[src/rtl/eoc_monitor_pkg.sv]
// Shared types and constants for the multi-channel end-of-computation monitor.
// No logic here; latency/backpressure defined by the users of these types.
package iguana_eoc_pkg;

  typedef enum logic [1:0] {
    EocIdle    = 2'd0,
    EocRun     = 2'd1,
    EocDone    = 2'd2,
    EocTimeout = 2'd3
  } eoc_state_e;

  localparam logic EocModeAll = 1'b0;
  localparam logic EocModeAny = 1'b1;

  localparam int DoneBit = 0;

endpackage

[src/rtl/eoc_monitor_if.sv]
// Control, write-stream and status bundle of the EOC monitor.
// Strobe-only write stream: no backpressure, every write is seen in the cycle it is valid.
interface eoc_monitor_if #(
  parameter int NumChannels = 4,
  parameter int DataWidth   = 32,
  parameter int CntWidth    = 32,
  parameter int ChIdxWidth  = (NumChannels > 1) ? $clog2(NumChannels) : 1
);

  logic                                 arm_i;
  logic                                 mode_i;
  logic [NumChannels-1:0]               chan_en_i;
  logic [CntWidth-1:0]                  timeout_i;
  logic [NumChannels-1:0]               wr_valid_i;
  logic [NumChannels*DataWidth-1:0]     wr_data_i;

  logic                                 busy_o;
  logic                                 done_o;
  logic                                 timeout_o;
  logic                                 pass_o;
  logic [NumChannels-1:0]               chan_done_o;
  logic [NumChannels*(DataWidth-1)-1:0] exit_code_o;
  logic [ChIdxWidth-1:0]                first_chan_o;
  logic [CntWidth-1:0]                  cycles_o;

  modport master (
    output arm_i, mode_i, chan_en_i, timeout_i, wr_valid_i, wr_data_i,
    input  busy_o, done_o, timeout_o, pass_o, chan_done_o, exit_code_o,
           first_chan_o, cycles_o
  );

  modport slave (
    input  arm_i, mode_i, chan_en_i, timeout_i, wr_valid_i, wr_data_i,
    output busy_o, done_o, timeout_o, pass_o, chan_done_o, exit_code_o,
           first_chan_o, cycles_o
  );

endinterface

[src/rtl/eoc_monitor_channel.sv]
// One EOC channel: latches the first exit code written with the done bit set.
// Latency: new_o is combinational in the write cycle, done/code visible next cycle; no backpressure.
module eoc_channel
  import iguana_eoc_pkg::*;
#(
  parameter int DataWidth = 32
) (
  input  logic                 clk_i,
  input  logic                 rst_i,
  input  logic                 clear_i,
  input  logic                 sample_i,
  input  logic                 wr_valid_i,
  input  logic [DataWidth-1:0] wr_data_i,
  output logic                 done_o,
  output logic [DataWidth-2:0] code_o,
  output logic                 new_o
);

  logic                 done_q;
  logic [DataWidth-2:0] code_q;

  // Once done, later writes are dropped so the first reported code wins.
  assign new_o = sample_i & wr_valid_i & wr_data_i[DoneBit] & ~done_q;

  always_ff @(posedge clk_i or posedge rst_i) begin
    if (rst_i) begin
      done_q <= 1'b0;
      code_q <= '0;
    end else if (clear_i) begin
      done_q <= 1'b0;
      code_q <= '0;
    end else if (new_o) begin
      done_q <= 1'b1;
      code_q <= wr_data_i[DataWidth-1:1];
    end
  end

  assign done_o = done_q;
  assign code_o = code_q;

endmodule

[src/rtl/eoc_monitor.sv]
// N-channel end-of-computation monitor with ALL/ANY completion and cycle watchdog.
// Latency: status registered, visible the cycle after the completing write; no backpressure.
module eoc_monitor
  import iguana_eoc_pkg::*;
#(
  parameter int NumChannels = 4,
  parameter int DataWidth   = 32,
  parameter int CntWidth    = 32,
  parameter int ChIdxWidth  = (NumChannels > 1) ? $clog2(NumChannels) : 1
) (
  input  logic         clk_i,
  input  logic         rst_i,
  eoc_monitor_if.slave bus
);

  eoc_state_e             state_q, state_d;
  logic                   mode_q;
  logic [NumChannels-1:0] en_q;
  logic [CntWidth-1:0]    timeout_q;
  logic [CntWidth-1:0]    cycles_q;
  logic [CntWidth-1:0]    cycles_inc;
  logic [ChIdxWidth-1:0]  first_q;
  logic [ChIdxWidth-1:0]  first_d;

  logic [NumChannels-1:0] done_vec;
  logic [NumChannels-1:0] new_vec;
  logic [NumChannels-1:0] done_next;
  logic [DataWidth-2:0]   code_vec [NumChannels];

  logic run;
  logic arm_ok;
  logic complete;
  logic timeout_hit;
  logic pass_ok;

  assign run    = (state_q == EocRun);
  assign arm_ok = bus.arm_i & ~run;

  for (genvar k = 0; k < NumChannels; k++) begin : g_ch
    eoc_channel #(.DataWidth(DataWidth)) u_ch (
      .clk_i      (clk_i),
      .rst_i      (rst_i),
      .clear_i    (arm_ok),
      .sample_i   (run & en_q[k]),
      .wr_valid_i (bus.wr_valid_i[k]),
      .wr_data_i  (bus.wr_data_i[k*DataWidth +: DataWidth]),
      .done_o     (done_vec[k]),
      .code_o     (code_vec[k]),
      .new_o      (new_vec[k])
    );
    assign bus.exit_code_o[k*(DataWidth-1) +: (DataWidth-1)] = code_vec[k];
  end

  always_comb begin
    done_next   = done_vec | new_vec;
    complete    = (mode_q == EocModeAny) ? (|done_next) : ((en_q & done_next) == en_q);
    cycles_inc  = (cycles_q == '1) ? cycles_q : cycles_q + 1'b1;
    timeout_hit = (timeout_q != '0) && (CntWidth'(cycles_q + 1'b1) == timeout_q);
    first_d     = '0;
    for (int k = NumChannels - 1; k >= 0; k--) begin
      if (new_vec[k]) first_d = ChIdxWidth'(k);
    end
    // Non-enabled channels never complete, so only latched codes matter here.
    pass_ok = 1'b1;
    for (int k = 0; k < NumChannels; k++) begin
      if (done_vec[k] && (code_vec[k] != '0)) pass_ok = 1'b0;
    end
  end

  always_comb begin
    state_d = state_q;
    case (state_q)
      EocIdle, EocDone, EocTimeout: begin
        if (bus.arm_i) state_d = (bus.chan_en_i == '0) ? EocDone : EocRun;
      end
      EocRun: begin
        if (complete)         state_d = EocDone;
        else if (timeout_hit) state_d = EocTimeout;
      end
      default: state_d = EocIdle;
    endcase
  end

  always_ff @(posedge clk_i or posedge rst_i) begin
    if (rst_i) state_q <= EocIdle;
    else       state_q <= state_d;
  end

  always_ff @(posedge clk_i or posedge rst_i) begin
    if (rst_i) begin
      mode_q    <= EocModeAll;
      en_q      <= '0;
      timeout_q <= '0;
      cycles_q  <= '0;
      first_q   <= '0;
    end else if (arm_ok) begin
      mode_q    <= bus.mode_i;
      en_q      <= bus.chan_en_i;
      timeout_q <= bus.timeout_i;
      cycles_q  <= '0;
      first_q   <= '0;
    end else if (run) begin
      cycles_q <= cycles_inc;
      if ((|new_vec) && !(|done_vec)) first_q <= first_d;
    end
  end

  assign bus.busy_o       = (state_q == EocRun);
  assign bus.done_o       = (state_q == EocDone);
  assign bus.timeout_o    = (state_q == EocTimeout);
  assign bus.pass_o       = (state_q == EocDone) & pass_ok;
  assign bus.chan_done_o  = done_vec;
  assign bus.first_chan_o = first_q;
  assign bus.cycles_o     = cycles_q;

endmodule
[src/flat_wrapper.sv]
// flat-port wrapper written by rule: the top's interface ports become plain ports
module eoc_monitor_flat import iguana_eoc_pkg::*;
#(
  parameter int NumChannels = 4,
  parameter int DataWidth   = 32,
  parameter int CntWidth    = 32,
  parameter int ChIdxWidth  = (NumChannels > 1) ? $clog2(NumChannels) : 1
)
  (clk_i, rst_i, bus_arm_i, bus_mode_i, bus_chan_en_i, bus_timeout_i, bus_wr_valid_i, bus_wr_data_i, bus_busy_o, bus_done_o, bus_timeout_o, bus_pass_o, bus_chan_done_o, bus_exit_code_o, bus_first_chan_o, bus_cycles_o);
  eoc_monitor_if #(.NumChannels(NumChannels), .DataWidth(DataWidth), .CntWidth(CntWidth), .ChIdxWidth(ChIdxWidth)) bus_i ();
  input  logic clk_i;
  input  logic rst_i;
  input wire logic [$bits(bus_i.arm_i)-1:0] bus_arm_i;
  input wire logic [$bits(bus_i.mode_i)-1:0] bus_mode_i;
  input wire logic [$bits(bus_i.chan_en_i)-1:0] bus_chan_en_i;
  input wire logic [$bits(bus_i.timeout_i)-1:0] bus_timeout_i;
  input wire logic [$bits(bus_i.wr_valid_i)-1:0] bus_wr_valid_i;
  input wire logic [$bits(bus_i.wr_data_i)-1:0] bus_wr_data_i;
  output wire logic [$bits(bus_i.busy_o)-1:0] bus_busy_o;
  output wire logic [$bits(bus_i.done_o)-1:0] bus_done_o;
  output wire logic [$bits(bus_i.timeout_o)-1:0] bus_timeout_o;
  output wire logic [$bits(bus_i.pass_o)-1:0] bus_pass_o;
  output wire logic [$bits(bus_i.chan_done_o)-1:0] bus_chan_done_o;
  output wire logic [$bits(bus_i.exit_code_o)-1:0] bus_exit_code_o;
  output wire logic [$bits(bus_i.first_chan_o)-1:0] bus_first_chan_o;
  output wire logic [$bits(bus_i.cycles_o)-1:0] bus_cycles_o;
  assign bus_i.arm_i = bus_arm_i;
  assign bus_i.mode_i = bus_mode_i;
  assign bus_i.chan_en_i = bus_chan_en_i;
  assign bus_i.timeout_i = bus_timeout_i;
  assign bus_i.wr_valid_i = bus_wr_valid_i;
  assign bus_i.wr_data_i = bus_wr_data_i;
  assign bus_busy_o = bus_i.busy_o;
  assign bus_done_o = bus_i.done_o;
  assign bus_timeout_o = bus_i.timeout_o;
  assign bus_pass_o = bus_i.pass_o;
  assign bus_chan_done_o = bus_i.chan_done_o;
  assign bus_exit_code_o = bus_i.exit_code_o;
  assign bus_first_chan_o = bus_i.first_chan_o;
  assign bus_cycles_o = bus_i.cycles_o;
  eoc_monitor #(.NumChannels(NumChannels), .DataWidth(DataWidth), .CntWidth(CntWidth), .ChIdxWidth(ChIdxWidth)) u_core (.clk_i(clk_i), .rst_i(rst_i), .bus(bus_i));
endmodule
[config.mk]
export PLATFORM = sky130hd
export DESIGN_NAME = eoc_monitor_flat
export DESIGN_NICKNAME = d
export VERILOG_FILES = /design/src/rtl/eoc_monitor_pkg.sv /design/src/rtl/eoc_monitor_if.sv /design/src/rtl/eoc_monitor_channel.sv /design/src/rtl/eoc_monitor.sv /design/src/flat_wrapper.sv
export SDC_FILE = /design/constraint.sdc
export NUM_CORES = 1
export LEC_CHECK = 0
export BUFFER_PORTS_ARGS = -buffer_cell sky130_fd_sc_hd__buf_2
export CAP_MARGIN = 40
export CORE_UTILIZATION = 51
export DETAILED_ROUTE_END_ITERATION = 8
export PLACE_DENSITY = 0.78
export SYNTH_ARGS = -nofsm -noshare
export SYNTH_HDL_FRONTEND = slang
export SYNTH_SLANG_ARGS = --single-unit
[constraint.sdc]
create_clock -name clk_i -period 10 [get_ports clk_i]
set_input_delay 3 -clock clk_i [delete_from_list [all_inputs] [get_ports clk_i]]
set_output_delay 3 -clock clk_i [all_outputs]
set_load 0.02 [all_outputs]
==> results of run 1 <==
-- sequential cells by signal, summed over array words and instances, names as in the netlist --
signal	flops
u_core.bus.cycles_o	32
u_core.bus.first_chan_o	2
u_core.en_q	4
u_core.g_ch.u_ch.code_o	124
u_core.g_ch.u_ch.done_o	4
u_core.mode_q	1
u_core.state_q	2
u_core.timeout_q	32
-- per-stage QoR --
step	cells	area (sq um)	setup WS, ps	hold WS (ps)
final	1703	12500	4680	523
after global routing	1703	12500	4530	555
after CTS	1699	12400	4640	524
after detailed placement	1659	11600	4790	513
after global placement	1651	11500	4830	506
after floorplan	1150	9700	1520	479
-- power breakdown --
group / switching [W] / internal [W]
clock network: 0.000335 / 0.000562
registers: 0.000240 / 0.00103
logic: 0.000793 / 0.000429
-- per-layer routing --
layer,track usage,part of all wire
met1,0.406,0.40
met2,0.522,0.49
met3,0.0578,0.068
met4,0.130,0.039
met5,0,0.00033
-- worst max-delay path: stages (launching register included) --
cell,delay [ps]
sky130_fd_sc_hd__dfrtp_1,390
sky130_fd_sc_hd__nor4_1,370
sky130_fd_sc_hd__nand4_1,150
sky130_fd_sc_hd__o21ai_0,380
sky130_fd_sc_hd__nand3_1,190
sky130_fd_sc_hd__nor2_1,140
sky130_fd_sc_hd__buf_2,180
-- path summary, 6_finish.rpt --
| kind | endpoint | slack, ps | from | cells after the start |
|---|---|---|---|---|
| worst max-delay path | bus_pass_o | 4680 | u_core.g_ch[0].u_ch.code_o[0]$_DFFE_PP0P_ | 6 |
| worst min-delay path | u_core.g_ch[0].u_ch.code_o[2]$_DFFE_PP0P_ | 520 | u_core.g_ch[0].u_ch.code_o[2]$_DFFE_PP0P_ | 2 |
| worst max register to register | u_core.state_q[1]$_DFFE_PP0P_ | 6900 | u_core.bus.cycles_o[4]$_DFFE_PP0P_ | 8 |
| worst min register to register | u_core.g_ch[0].u_ch.code_o[2]$_DFFE_PP0P_ | 520 | u_core.g_ch[0].u_ch.code_o[2]$_DFFE_PP0P_ | 2 |
| max in group asynchronous | u_core.g_ch[3].u_ch.code_o[30]$_DFFE_PP0P_ | 6070 | rst_i | 5 |
| min in group asynchronous | u_core.g_ch[1].u_ch.code_o[17]$_DFFE_PP0P_ | 2450 | rst_i | 2 |
-- final cells by class --
class	count	share of cell area
flip-flops and latches	201	0.404
multi-input cells	861	0.349
repair buffers	351	0.154
clock buffers	33	0.0532
well taps	234	0.0235
clock inverters	7	0.0113
inverters	12	0.00422
diodes	4	0.000803
-- synth_stat cells (3+ instances only) --
cell type	n	area [sq um]
sky130_fd_sc_hd__nand2_1	388	1460
sky130_fd_sc_hd__dfrtp_1	201	5030
sky130_fd_sc_hd__o21ai_0	139	696
sky130_fd_sc_hd__clkbuf_1	62	233
sky130_fd_sc_hd__nand3_1	55	275
sky130_fd_sc_hd__nor4_1	44	275
sky130_fd_sc_hd__nor2_1	42	158
sky130_fd_sc_hd__xnor2_1	30	263
sky130_fd_sc_hd__nand4_1	25	156
sky130_fd_sc_hd__xor2_1	20	175
sky130_fd_sc_hd__a21oi_1	17	85.1
sky130_fd_sc_hd__nor3_1	16	80.1
sky130_fd_sc_hd__inv_1	12	45.0
sky130_fd_sc_hd__o31ai_1	8	60.1
sky130_fd_sc_hd__and4_1	7	61.3
sky130_fd_sc_hd__buf_2	7	35.0
sky130_fd_sc_hd__a31oi_1	6	37.5
sky130_fd_sc_hd__and3_1	6	37.5
sky130_fd_sc_hd__buf_4	5	37.5
sky130_fd_sc_hd__o21ai_1	5	25.0
sky130_fd_sc_hd__a41oi_1	4	35.0
sky130_fd_sc_hd__nand2b_1	4	25.0
sky130_fd_sc_hd__o22ai_1	4	25.0
sky130_fd_sc_hd__a211oi_1	3	22.5
sky130_fd_sc_hd__a311oi_1	3	26.3
sky130_fd_sc_hd__and2_0	3	18.8
sky130_fd_sc_hd__and2_1	3	18.8
sky130_fd_sc_hd__or4_1	3	22.5
-- logic make-up after synthesis --
logic type,share of synthesized area
buf+inv,0.0369
flops,0.519
simple gates,0.284
fa+ha+maj,0.00129
compound gates,0.114
xor+xnor,0.0452
==> metrics.sh, run 1 <==
TOTALPOWERFINAL_W=0.00339
YS_SEQ_ELEMENTS=201
TIMING.SLEW.HEADROOM=0.430
TIMING.FMAX_GHz=0.188
PORTBUFFERS=337
EDFF_COUNT_SYNTH=0
WORST_IR_DROP_VDD_uV=163
WORSTHOLDPATHTYPE='reg -> reg'
SYNTHESIS.INSTANCES=1150
GRT_ANTENNA_BEFORE_REPAIR=5
LEAKAGEPOWER_nW=6.32
NFILLCELLS=1575
TOTALNEGATIVESETUPSLACK_PS=0
POWER_PER_UNIT_OF_STANDARD_CELL_AREA_nW_PER_UM2=272
MAPPEDNETLISTNETS=1323
PLACEABLECOREAREA_SQ_UM=18600
YS_DOMINANT_REG_CELL='sky130_fd_sc_hd__dfrtp_1'
ROUTE.DETAILED.VIAS_PER_INST=5.62
GP_CONGESTION=0.939
GRT_PASS1_WL_MICRONS=48300
FINAL_HOLD_VIOL_COUNT=0
STATUS='complete, no violations'
GRT_USAGE=0.314
DR.FIRST_ITER.DRC_COUNT=664
H-TREE-DEPTH=1
PERIOD_NEEDED_PS=5320
CLOCK_SINKS=201
SYNTH-SEQ-AREA-SHARE=0.519
POST_SYNTH_INSTANCE_AREA_SQ_UM=9700
SYNTHESIZED_AREA_PER_CELL_SQ_UM=8.43
WORSTSKEWPAIRLATENCY_PS=520
AREA_DELTA_SYNTH_FINAL_PCT=28.5
FINAL_UTIL=0.668
REGISTER_CLOCK_PIN_SLEW_ON_THE_REPORTED_WORST_SETUP_AND_HOLD_PATHS_PS=60
DIE_W_MICRONS=140
SYNTH_WARNINGS=0
GRT_PASS1_VIAS=9014
POST_CTS_HOLD_BUFFERS=0
CRITICAL_PATH_REQUIRED_PS=7000
START_UTIL=0.520
TIMING.CLOCK.SKEW_PS=11.2
MOSTFREQUENTLAYOUTCELLS='387 x sky130_fd_sc_hd__nand2_1, 337 x sky130_fd_sc_hd__buf_2, 201 x sky130_fd_sc_hd__dfrtp_1'
SETUP_VIOL_COUNT_FINAL=0
DIE_HEIGHT_MICRONS=140
POST_SYNTH_NUM_CELL_TYPES=48
MOST_COMMON_CELL_AFTER_LAYOUT_FILL_AND_TAPS_ASIDE='sky130_fd_sc_hd__nand2_1'
TRITONCTS='built'
WORST_PIN_SLEW_PS=855
CP.ARRIVAL_PS=2320
UNREPAIRED_SETUP_ENDPOINTS_AFTER_GLOBAL_ROUTING='false'
VIA_COUNT=9573
DRTPASS1ITERATIONS=8
FINALWIRELENGTH_MICRONS=30700
ROWS=50
GRT_MAX_DEGREE=92
GRT-OVFL-TOTAL=0
AREA_OF_COMBINATIONAL_CELLS_WITH_MULTIPLE_INPUTS_SQ_UM=4350
LARGEST_FANOUT_ON_THE_CRITICAL_PATH=3
FF_LATCH_AREA_SQ_UM=5030
MAX_CAP_VIOLATIONS=0
START_KIND='flip-flop'
CTS_REPAIR_RESIZE_COUNT=0
DRC=0
LIBRARY_CELL_USED_AS_CLOCK_ROOT_BUFFER='sky130_fd_sc_hd__clkbuf_16'
ROUTEDWLPERCELL_MICRONS=18.0
FIN_MAX_SLEW_VIOS=0
POSTCTSSETUPBUFFERS=0
NUMBER_OF_BUFFERS_CREATED_BY_CTS=23
DP_HPWL_MICRONS=22500
CTSLONGESTPATHBUFFERS=3
ASYNC_RESET_FF_FRAC=1.00
FLOORPLAN.DIE_AREA_SQ_UM=19600
FLOORPLAN.IO_PINS=338
PERIOD_SHARE=0.532
ANT_NETS=0
LAYOUT_NET_COUNT=1623
FINAL_LAYOUT_SIZE_SUFFIX_GT1_FRAC=0.276
WORST-SETUP-PATH-TYPE='reg -> out'
CP_ENDPOINT_KIND='output port'
Note: power is estimated with default switching activity, not from simulation.
==> run 2: changes to the inputs <==
- ABC_AREA: not set -> 1
- clock period: 10 -> 5.6 ns (I/O delays scaled with it)
==> run 2 against run 1 <==
  * Sequential share of layout area fell by 0.78 points
  * Synthesized cell count rose by 14%
  * Power increased by 69%
  * Cell count rose by 12%
  * Clock power up 67%
  * Utilization is 0.18 points higher
  * Worst setup slack got worse by 3200 ps
  * Sequential power up 70%
==> metrics.sh, run 2 <==
STATUS='complete, no violations'
ANT_NETS=0
REGTOREGSETUPSLACK_PS=2670
ROUTE.DETAILED.VIAS_PER_INST=5.33
FIN_MAX_SLEW_VIOS=0
WORST_SETUP_PATH_END='bus_pass_o'
WORSTHOLDPATHTYPE='reg -> reg'
UNREPAIRED_SETUP_ENDPOINTS_AFTER_GLOBAL_ROUTING='false'
FLOORPLAN.DIE_AREA_SQ_UM=20200
GRT_USAGE=0.313
FAMILY_WITH_THE_MOST_DELAY_ON_THE_WORST_PATH='simple AND/OR/NAND/NOR gates'
FINAL_HOLD_VIOL_COUNT=0
YOSYS.CELL_COUNT.TOP_TYPE='sky130_fd_sc_hd__nand2_1'
DIE_W_MICRONS=142
REG2REG_DEPTH=12
DOMINANT_COMBINATIONAL_CELL_FAMILY_BY_AREA_AFTER_SYNTHESIS='simple AND/OR/NAND/NOR gates'
EDFF_COUNT_SYNTH=0
WORST-SETUP-PATH-TYPE='reg -> out'
CLOCK_SINKS=201
CP_ENDPOINT_KIND='output port'
CP.ARRIVAL_PS=2410
SYNTH-SIMPLE-AREA-SHARE=0.315
GRT_PASS1_VIAS=9538
MOSTFREQUENTLAYOUTCELLS='356 x sky130_fd_sc_hd__nand2_1, 337 x sky130_fd_sc_hd__buf_2, 201 x sky130_fd_sc_hd__dfrtp_1'
POST_CTS_HOLD_BUFFERS=0
GRT_PASS1_WL_MICRONS=49300
DIE_HEIGHT_MICRONS=142
AREA_DELTA_SYNTH_FINAL_PCT=26.8
R2R_PATH_END='u_core.bus.cycles_o[12]$_DFFE_PP0P_'
REGISTER_CLOCK_PIN_SLEW_ON_THE_REPORTED_WORST_SETUP_AND_HOLD_PATHS_PS=60
SYNTHESIS.INSTANCES=1306
DR.FIRST_ITER.DRC_COUNT=690
WORSTSKEWPAIRLATENCY_PS=500
START_UTIL=0.529
YS_DOMINANT_REG_CELL='sky130_fd_sc_hd__dfrtp_1'
CP.BUFFERS_INVERTERS=1
GRT-OVFL-TOTAL=0
PERIOD_NEEDED_PS=4090
WORST_IR_DROP_VDD_uV=298
SYNTH_TOP_CELLS_BY_COUNT='356 x sky130_fd_sc_hd__nand2_1, 201 x sky130_fd_sc_hd__dfrtp_1, 181 x sky130_fd_sc_hd__nand3_1'
MAPPEDNETLISTNETS=1479
MOST_COMMON_CELL_AFTER_LAYOUT_FILL_AND_TAPS_ASIDE='sky130_fd_sc_hd__nand2_1'
ROUTEDWLPERCELL_MICRONS=16.6
NUMBER_OF_BUFFERS_CREATED_BY_CTS=23
SYNTH_WARNINGS=0
PORTBUFFERS=337
DRC=0
WORSTSETUPPATHDEPTH=6
SYNTH_XOR_XNOR_AREA_SHARE=0.0116
POST_SYNTH_INSTANCE_AREA_SQ_UM=10000
GP_CONGESTION=0.977
LIBRARY_CELL_USED_AS_CLOCK_ROOT_BUFFER='sky130_fd_sc_hd__clkbuf_16'
FINAL_UTIL=0.670
MULTIPLEXER_SHARE_OF_THE_SYNTHESIZED_AREA=0
SETUP_VIOL_COUNT_FINAL=0
LEAKAGEPOWER_nW=6.93
ASYNC_RESET_FF_FRAC=1.00
LARGEST_REGISTER_FFS=124
INSTANCES_NO_FILL=1903
YS_SEQ_ELEMENTS=201
TIMING.CLOCK.SKEW_PS=14.6
CTS_REPAIR_RESIZE_COUNT=0
TOTALPOWERFINAL_W=0.00573
DP_HPWL_MICRONS=23500
LAYOUT_NET_COUNT=1796
WORST_PATH_LARGEST_CELL_DELAY_PS=470
TOTALNEGATIVESETUPSLACK_PS=0
ROWS=50
CRIT_PATH_START='u_core.g_ch[3].u_ch.code_o[9]$_DFFE_PP0P_'
PROPORTION_OF_NETLIST_AREA_HELD_BY_THE_LARGEST_AREA_CONTRIBUTOR=0.502
MAX_CAP_VIOLATIONS=0
SYNTH-SEQ-AREA-SHARE=0.502
SYNTH_FA_HA_AREA_FRAC=0.00125
TIMING.SLEW.HEADROOM=0.426
VIA_COUNT=10146
GRT_MAX_DEGREE=162
WORST_PIN_SLEW_PS=861
SYNTHESIZED_AREA_PER_CELL_SQ_UM=7.67
START_KIND='flip-flop'
LARGEST_FANOUT_ON_THE_CRITICAL_PATH=3
PLACED_CELLS_INCL_TAPS=1858
CRITICAL_PATH_REQUIRED_PS=3920
FINALHOLDWORSTSLACK_PS=496
SYNTH-COMPOUND-AREA-SHARE=0.0847
TIMING.FMAX_GHz=0.244
DRTPASS1ITERATIONS=5
CTSLONGESTPATHBUFFERS=3
POST_SYNTH_NUM_CELL_TYPES=38
PERIOD_SHARE=0.731
GRT_ANTENNA_BEFORE_REPAIR=4
FINAL_LAYOUT_SIZE_SUFFIX_GT1_FRAC=0.250
PLACEABLECOREAREA_SQ_UM=19000
POWER_PER_UNIT_OF_STANDARD_CELL_AREA_nW_PER_UM2=451
FLOORPLAN.IO_PINS=338
CELL_MODE_ON_CRITICAL_PATH='sky130_fd_sc_hd__nor4_1'
POSTCTSSETUPBUFFERS=0
SYNTHDOMINANTAREACELLTYPE='sky130_fd_sc_hd__dfrtp_1'
H-TREE-DEPTH=1
SYNTHTOPCELLSBYAREA='sky130_fd_sc_hd__dfrtp_1 50%, sky130_fd_sc_hd__nand2_1 13%, sky130_fd_sc_hd__nand3_1 9.0%'
CRIT_CHAIN='nor4_1, nand4_1, nor4_1, o221ai_1, nor2_1, buf_2'
WORST_PATH_MAX_DELAY_CELL='sky130_fd_sc_hd__nor4_1'
R2R_START='u_core.bus.cycles_o[0]$_DFFE_PP0P_'
FINALWIRELENGTH_MICRONS=31600
TRITONCTS='built'
==> run 2: cell count changes after synthesis, sizes merged, moves of 13 or more <==
| cell | previous run | this run |
|---|---|---|
| nand3 | 56 | 182 |
| nor4 | 48 | 26 |
| xnor2 | 30 | 1 |
| o22ai | 4 | 20 |
| a21oi | 17 | 3 |
| nand2 | 388 | 361 |
| xor2 | 20 | 7 |
| nor2 | 42 | 100 |
| inv | 12 | 166 |
| clkbuf | 62 | 47 |
| nand3b | 0 | 16 |
==> run 2: kinds of logic after synthesis <==
family,Yosys count
buf+inv,222
xor+xnor,10
fa+ha+maj,1
simple gates,711
compound gates,161
flops,201
==> run 2: area by class of cell <==
cell class | count | area [sq um]
inverters | 166 | 629
clock inverters | 9 | 104
diodes | 4 | 10.0
flip-flops and latches | 201 | 5030
well taps | 260 | 325
fillers | 1622 | 6250
multi-input cells | 883 | 4150
repair buffers | 348 | 1810
clock buffers | 32 | 649
==> run 2: how the worst min path moves through the flow <==
stage                                                     startpoint                                    endpoint  slack, ps  depth (start not counted)
final                                  u_core.state_q[1]$_DFFE_PP0P_               u_core.state_q[1]$_DFFE_PP0P_        500                          2
after global routing      u_core.g_ch[2].u_ch.code_o[15]$_DFFE_PP0P_  u_core.g_ch[2].u_ch.code_o[15]$_DFFE_PP0P_        550                          2
after CTS                              u_core.state_q[1]$_DFFE_PP0P_               u_core.state_q[1]$_DFFE_PP0P_        500                          2
after detailed placement               u_core.state_q[1]$_DFFE_PP0P_               u_core.state_q[1]$_DFFE_PP0P_        490                          2
after global placement                 u_core.state_q[1]$_DFFE_PP0P_               u_core.state_q[1]$_DFFE_PP0P_        480                          2
after floorplan                           u_core.en_q[0]$_DFFE_PP0P_                  u_core.en_q[0]$_DFFE_PP0P_        460                          2
==> run 2: per-stage QoR <==
step | worst slack [ps] | instance area (sq um)
floorplan | 1320 | 10000
global route | 1340 | 12700
CTS | 1460 | 12700
detailed placement | 1980 | 11900
global placement | 1990 | 11900
finish | 1510 | 12700
==> run 2: report_power, final <==
group	total, W	internal [W]	leakage, nW	switching (W)
Clock	0.00150	0.000902	0.366	0.000600
Sequential	0.00216	0.00183	2.69	0.000330
Combinational	0.00207	0.000677	3.87	0.00139
==> run 2: per-layer routing <==
metal / global-route usage / part of all wire / vias to the layer above
li1: - / - / 4869
met1: 0.393 / 0.39 / 4759
met2: 0.537 / 0.51 / 453
met3: 0.0572 / 0.075 / 65
met4: 0.119 / 0.032 / 0
met5: 0 / 0 / -
==> run 2: worst reg2reg max path, stage by stage (launching register included) <==
cell	delay [ps]
sky130_fd_sc_hd__dfrtp_1	470
sky130_fd_sc_hd__ha_1	230
sky130_fd_sc_hd__nand2_1	130
sky130_fd_sc_hd__nor2_4	200
sky130_fd_sc_hd__nand2_4	100
sky130_fd_sc_hd__nor2_4	230
sky130_fd_sc_hd__nand4_1	110
sky130_fd_sc_hd__nand2_1	320
sky130_fd_sc_hd__buf_8	230
sky130_fd_sc_hd__inv_2	170
sky130_fd_sc_hd__nor2_4	160
sky130_fd_sc_hd__inv_2	240
sky130_fd_sc_hd__o21ai_0	270
==> run 3: changes to the inputs <==
- ABC_AREA: 1 -> 0
- clock period: 5.6 -> 4 ns (I/O delays scaled with it)
==> run 3 against run 2 <==
  * Non-clock buffer count rose by 6
  * Combinational power rose by 47%
  * Clock skew fell by 7.2 ps
  * Highest routed layer is now met5
  * Worst hold slack improved by 25 ps
  * Global-route usage rose by 0.17 points
  * Critical path type unchanged
  * Cell count fell by 10%
  * Flip-flop and latch count did not move
  * Sequential power rose by 47%
  * Clock power rose by 33%
  * Critical path depth did not move
  * Worst setup slack got worse by 990 ps
==> metrics.sh, run 3 (same netlist as run 1, synthesis figures left out) <==
STATUS='complete, no violations'
REGTOREGSETUPSLACK_PS=940
LARGEST_REGISTER_FFS=124
WORST_PATH_LARGEST_CELL_DELAY_PS=400
CP.ARRIVAL_PS=2280
TIMING.FMAX_GHz=0.287
WORSTHOLDPATHTYPE='reg -> reg'
WORST_IR_DROP_VDD_uV=516
WORST_PATH_MAX_DELAY_CELL='sky130_fd_sc_hd__dfrtp_1'
FIN_MAX_SLEW_VIOS=0
DRC=0
DPL_WORST_SLACK_PS=580
START_KIND='flip-flop'
ROUTEDWLPERCELL_MICRONS=18.0
MOST_COMMON_CELL_AFTER_LAYOUT_FILL_AND_TAPS_ASIDE='sky130_fd_sc_hd__nand2_1'
MOSTFREQUENTLAYOUTCELLS='387 x sky130_fd_sc_hd__nand2_1, 337 x sky130_fd_sc_hd__buf_2, 201 x sky130_fd_sc_hd__dfrtp_1'
DP_HPWL_MICRONS=22000
CLOCK_SINKS=201
WORST-SETUP-PATH-TYPE='reg -> out'
REGISTER_CLOCK_PIN_SLEW_ON_THE_REPORTED_WORST_SETUP_AND_HOLD_PATHS_PS=60
FINAL_LAYOUT_SIZE_SUFFIX_GT1_FRAC=0.278
MAX_CAP_VIOLATIONS=0
CTSLONGESTPATHBUFFERS=3
ROWS=50
POWER_SWITCHING_SHARE=0.413
CP_ENDPOINT_KIND='output port'
TIMING.SLEW.HEADROOM=0.394
START_UTIL=0.520
FLOORPLAN.IO_PINS=338
CELLINTERNALPOWER_W=0.00482
TOTALNEGATIVESETUPSLACK_PS=0
COMB_POWER_SHARE=0.370
LIBRARY_CELL_USED_AS_CLOCK_ROOT_BUFFER='sky130_fd_sc_hd__clkbuf_16'
CTS_REPAIR_RESIZE_COUNT=0
FLOORPLAN.DIE_AREA_SQ_UM=19600
AREA_DELTA_SYNTH_FINAL_PCT=26.9
GP_CONGESTION=0.935
CRITICAL_PATH_REQUIRED_PS=2800
TIMING.CLOCK.SKEW_PS=7.38
TRITONCTS='built'
GRT_ANTENNA_BEFORE_REPAIR=7
LEAKAGEPOWER_nW=6.27
PERIOD_NEEDED_PS=3480
GRT-OVFL-TOTAL=0
ANT_NETS=0
WORSTSKEWPAIRLATENCY_PS=510
PORTBUFFERS=337
H-TREE-DEPTH=1
PERIOD_SHARE=0.871
FINAL_HOLD_VIOL_COUNT=0
DRTPASS1ITERATIONS=5
GRT_MAX_DEGREE=108
PLACEABLECOREAREA_SQ_UM=18600
SETUP_VIOL_COUNT_FINAL=0
GRT_PASS1_WL_MICRONS=48900
FINAL_UTIL=0.660
GRT_USAGE=0.315
FINAL.SETUP.WORST_SLACK_PS=518
LAYOUT_NET_COUNT=1626
NUMBER_OF_BUFFERS_CREATED_BY_CTS=23
DIE_HEIGHT_MICRONS=140
SHARE_CLK_OF_TOTAL_POWER=0.244
POWER_PER_UNIT_OF_STANDARD_CELL_AREA_nW_PER_UM2=667
DR.FIRST_ITER.DRC_COUNT=738
POST_CTS_HOLD_BUFFERS=0
UNREPAIRED_SETUP_ENDPOINTS_AFTER_GLOBAL_ROUTING='false'
LARGEST_FANOUT_ON_THE_CRITICAL_PATH=3
POSTCTSSETUPBUFFERS=0
DIE_W_MICRONS=140
INSTANCES_NO_FILL=1705
PLACED_CELLS_INCL_TAPS=1662
PWR-SHARE-SEQ=0.386
CRIT_CHAIN='nor4_1, nand4_1, o21ai_0, nand3_1, nor2_1, buf_2'
FINALWIRELENGTH_MICRONS=30600
WORST_PIN_SLEW_PS=907
GRT_PASS1_VIAS=9209
SWITCHINGPOWER_W=0.00339
ROUTE.DETAILED.VIAS_PER_INST=5.66
VIA_COUNT=9650
==> run 3: changes by cell type in the layout (fill, tap and decap cells not counted), sizes merged, moves of 14 or more <==
| cell | delta |
|---|---|
| inv | -153 |
| nor2 | -58 |
| nand3 | -126 |
| nand3b | -16 |
| nor4 | +22 |
| nand2 | +27 |
| a21oi | +14 |
| xnor2 | +29 |
| o22ai | -16 |
==> run 3: power by group through the flow <==
stage	Sequential, W	Combinational (W)	Clock (W)
finish	0.00317	0.00304	0.00200
global route	0.00324	0.00334	0.00212
CTS	0.00315	0.00304	0.00203
detailed placement	0.00318	0.00303	0
global placement	0.00315	0.00298	0
floorplan	0.00343	0.00161	0
==> run 3: critical path: cells and delay by family (launching register included) <==
family	cells	cell delay [ps]
AND/OR/NAND/NOR	4	840
flip-flops	1	400
AO/OA/AOI/OAI	1	360
buffers and inverters	1	180
==> run 3: worst paths after layout <==
path                                                                start                                          to  cells after the start
worst max-delay path            u_core.g_ch[0].u_ch.code_o[7]$_DFFE_PP0P_                                  bus_pass_o                      6
worst min-delay path            u_core.g_ch[0].u_ch.code_o[8]$_DFFE_PP0P_   u_core.g_ch[0].u_ch.code_o[8]$_DFFE_PP0P_                      2
worst max register to register         u_core.bus.cycles_o[4]$_DFFE_PP0P_               u_core.state_q[1]$_DFFE_PP0P_                      8
worst min register to register  u_core.g_ch[0].u_ch.code_o[8]$_DFFE_PP0P_   u_core.g_ch[0].u_ch.code_o[8]$_DFFE_PP0P_                      2
max in group asynchronous                                           rst_i  u_core.g_ch[0].u_ch.code_o[19]$_DFFE_PP0P_                      3
min in group asynchronous                                           rst_i  u_core.g_ch[1].u_ch.code_o[13]$_DFFE_PP0P_                      3
==> run 3: final cells by class <==
type,instances,area (sq um)
Antenna cell,5,12.5
Clock buffer,34,697
Clock inverter,4,23.8
Fill cell,1564,6340
Inverter,12,48.8
Multi-Input combinational cell,861,4340
Sequential cell,201,5030
Tap cell,234,293
Timing Repair Buffer,354,1850
==> run 3: metal layers <==
| layer | vias to the layer above | GRT usage | wire (microns) | part of all wire |
|---|---|---|---|---|
| met5 | - | 0 | 24 | 0.00078 |
| met4 | 4 | 0.119 | 1100 | 0.036 |
| li1 | 4531 | - | - | - |
| met3 | 92 | 0.0663 | 2320 | 0.076 |
| met1 | 4555 | 0.412 | 12400 | 0.40 |
| met2 | 468 | 0.517 | 14800 | 0.48 |
==> run 3: through the flow <==
step | hold WS, ps | power [W] | instance area, sq um
3_3_place_gp | 503 | 0.00613 | 11600
4_1_cts | 521 | 0.00823 | 12300
2_1_floorplan | 479 | 0.00504 | 9700
5_1_grt | 540 | 0.00869 | 12300
6_report | 521 | 0.00820 | 12300
3_5_place_dp | 507 | 0.00620 | 11600
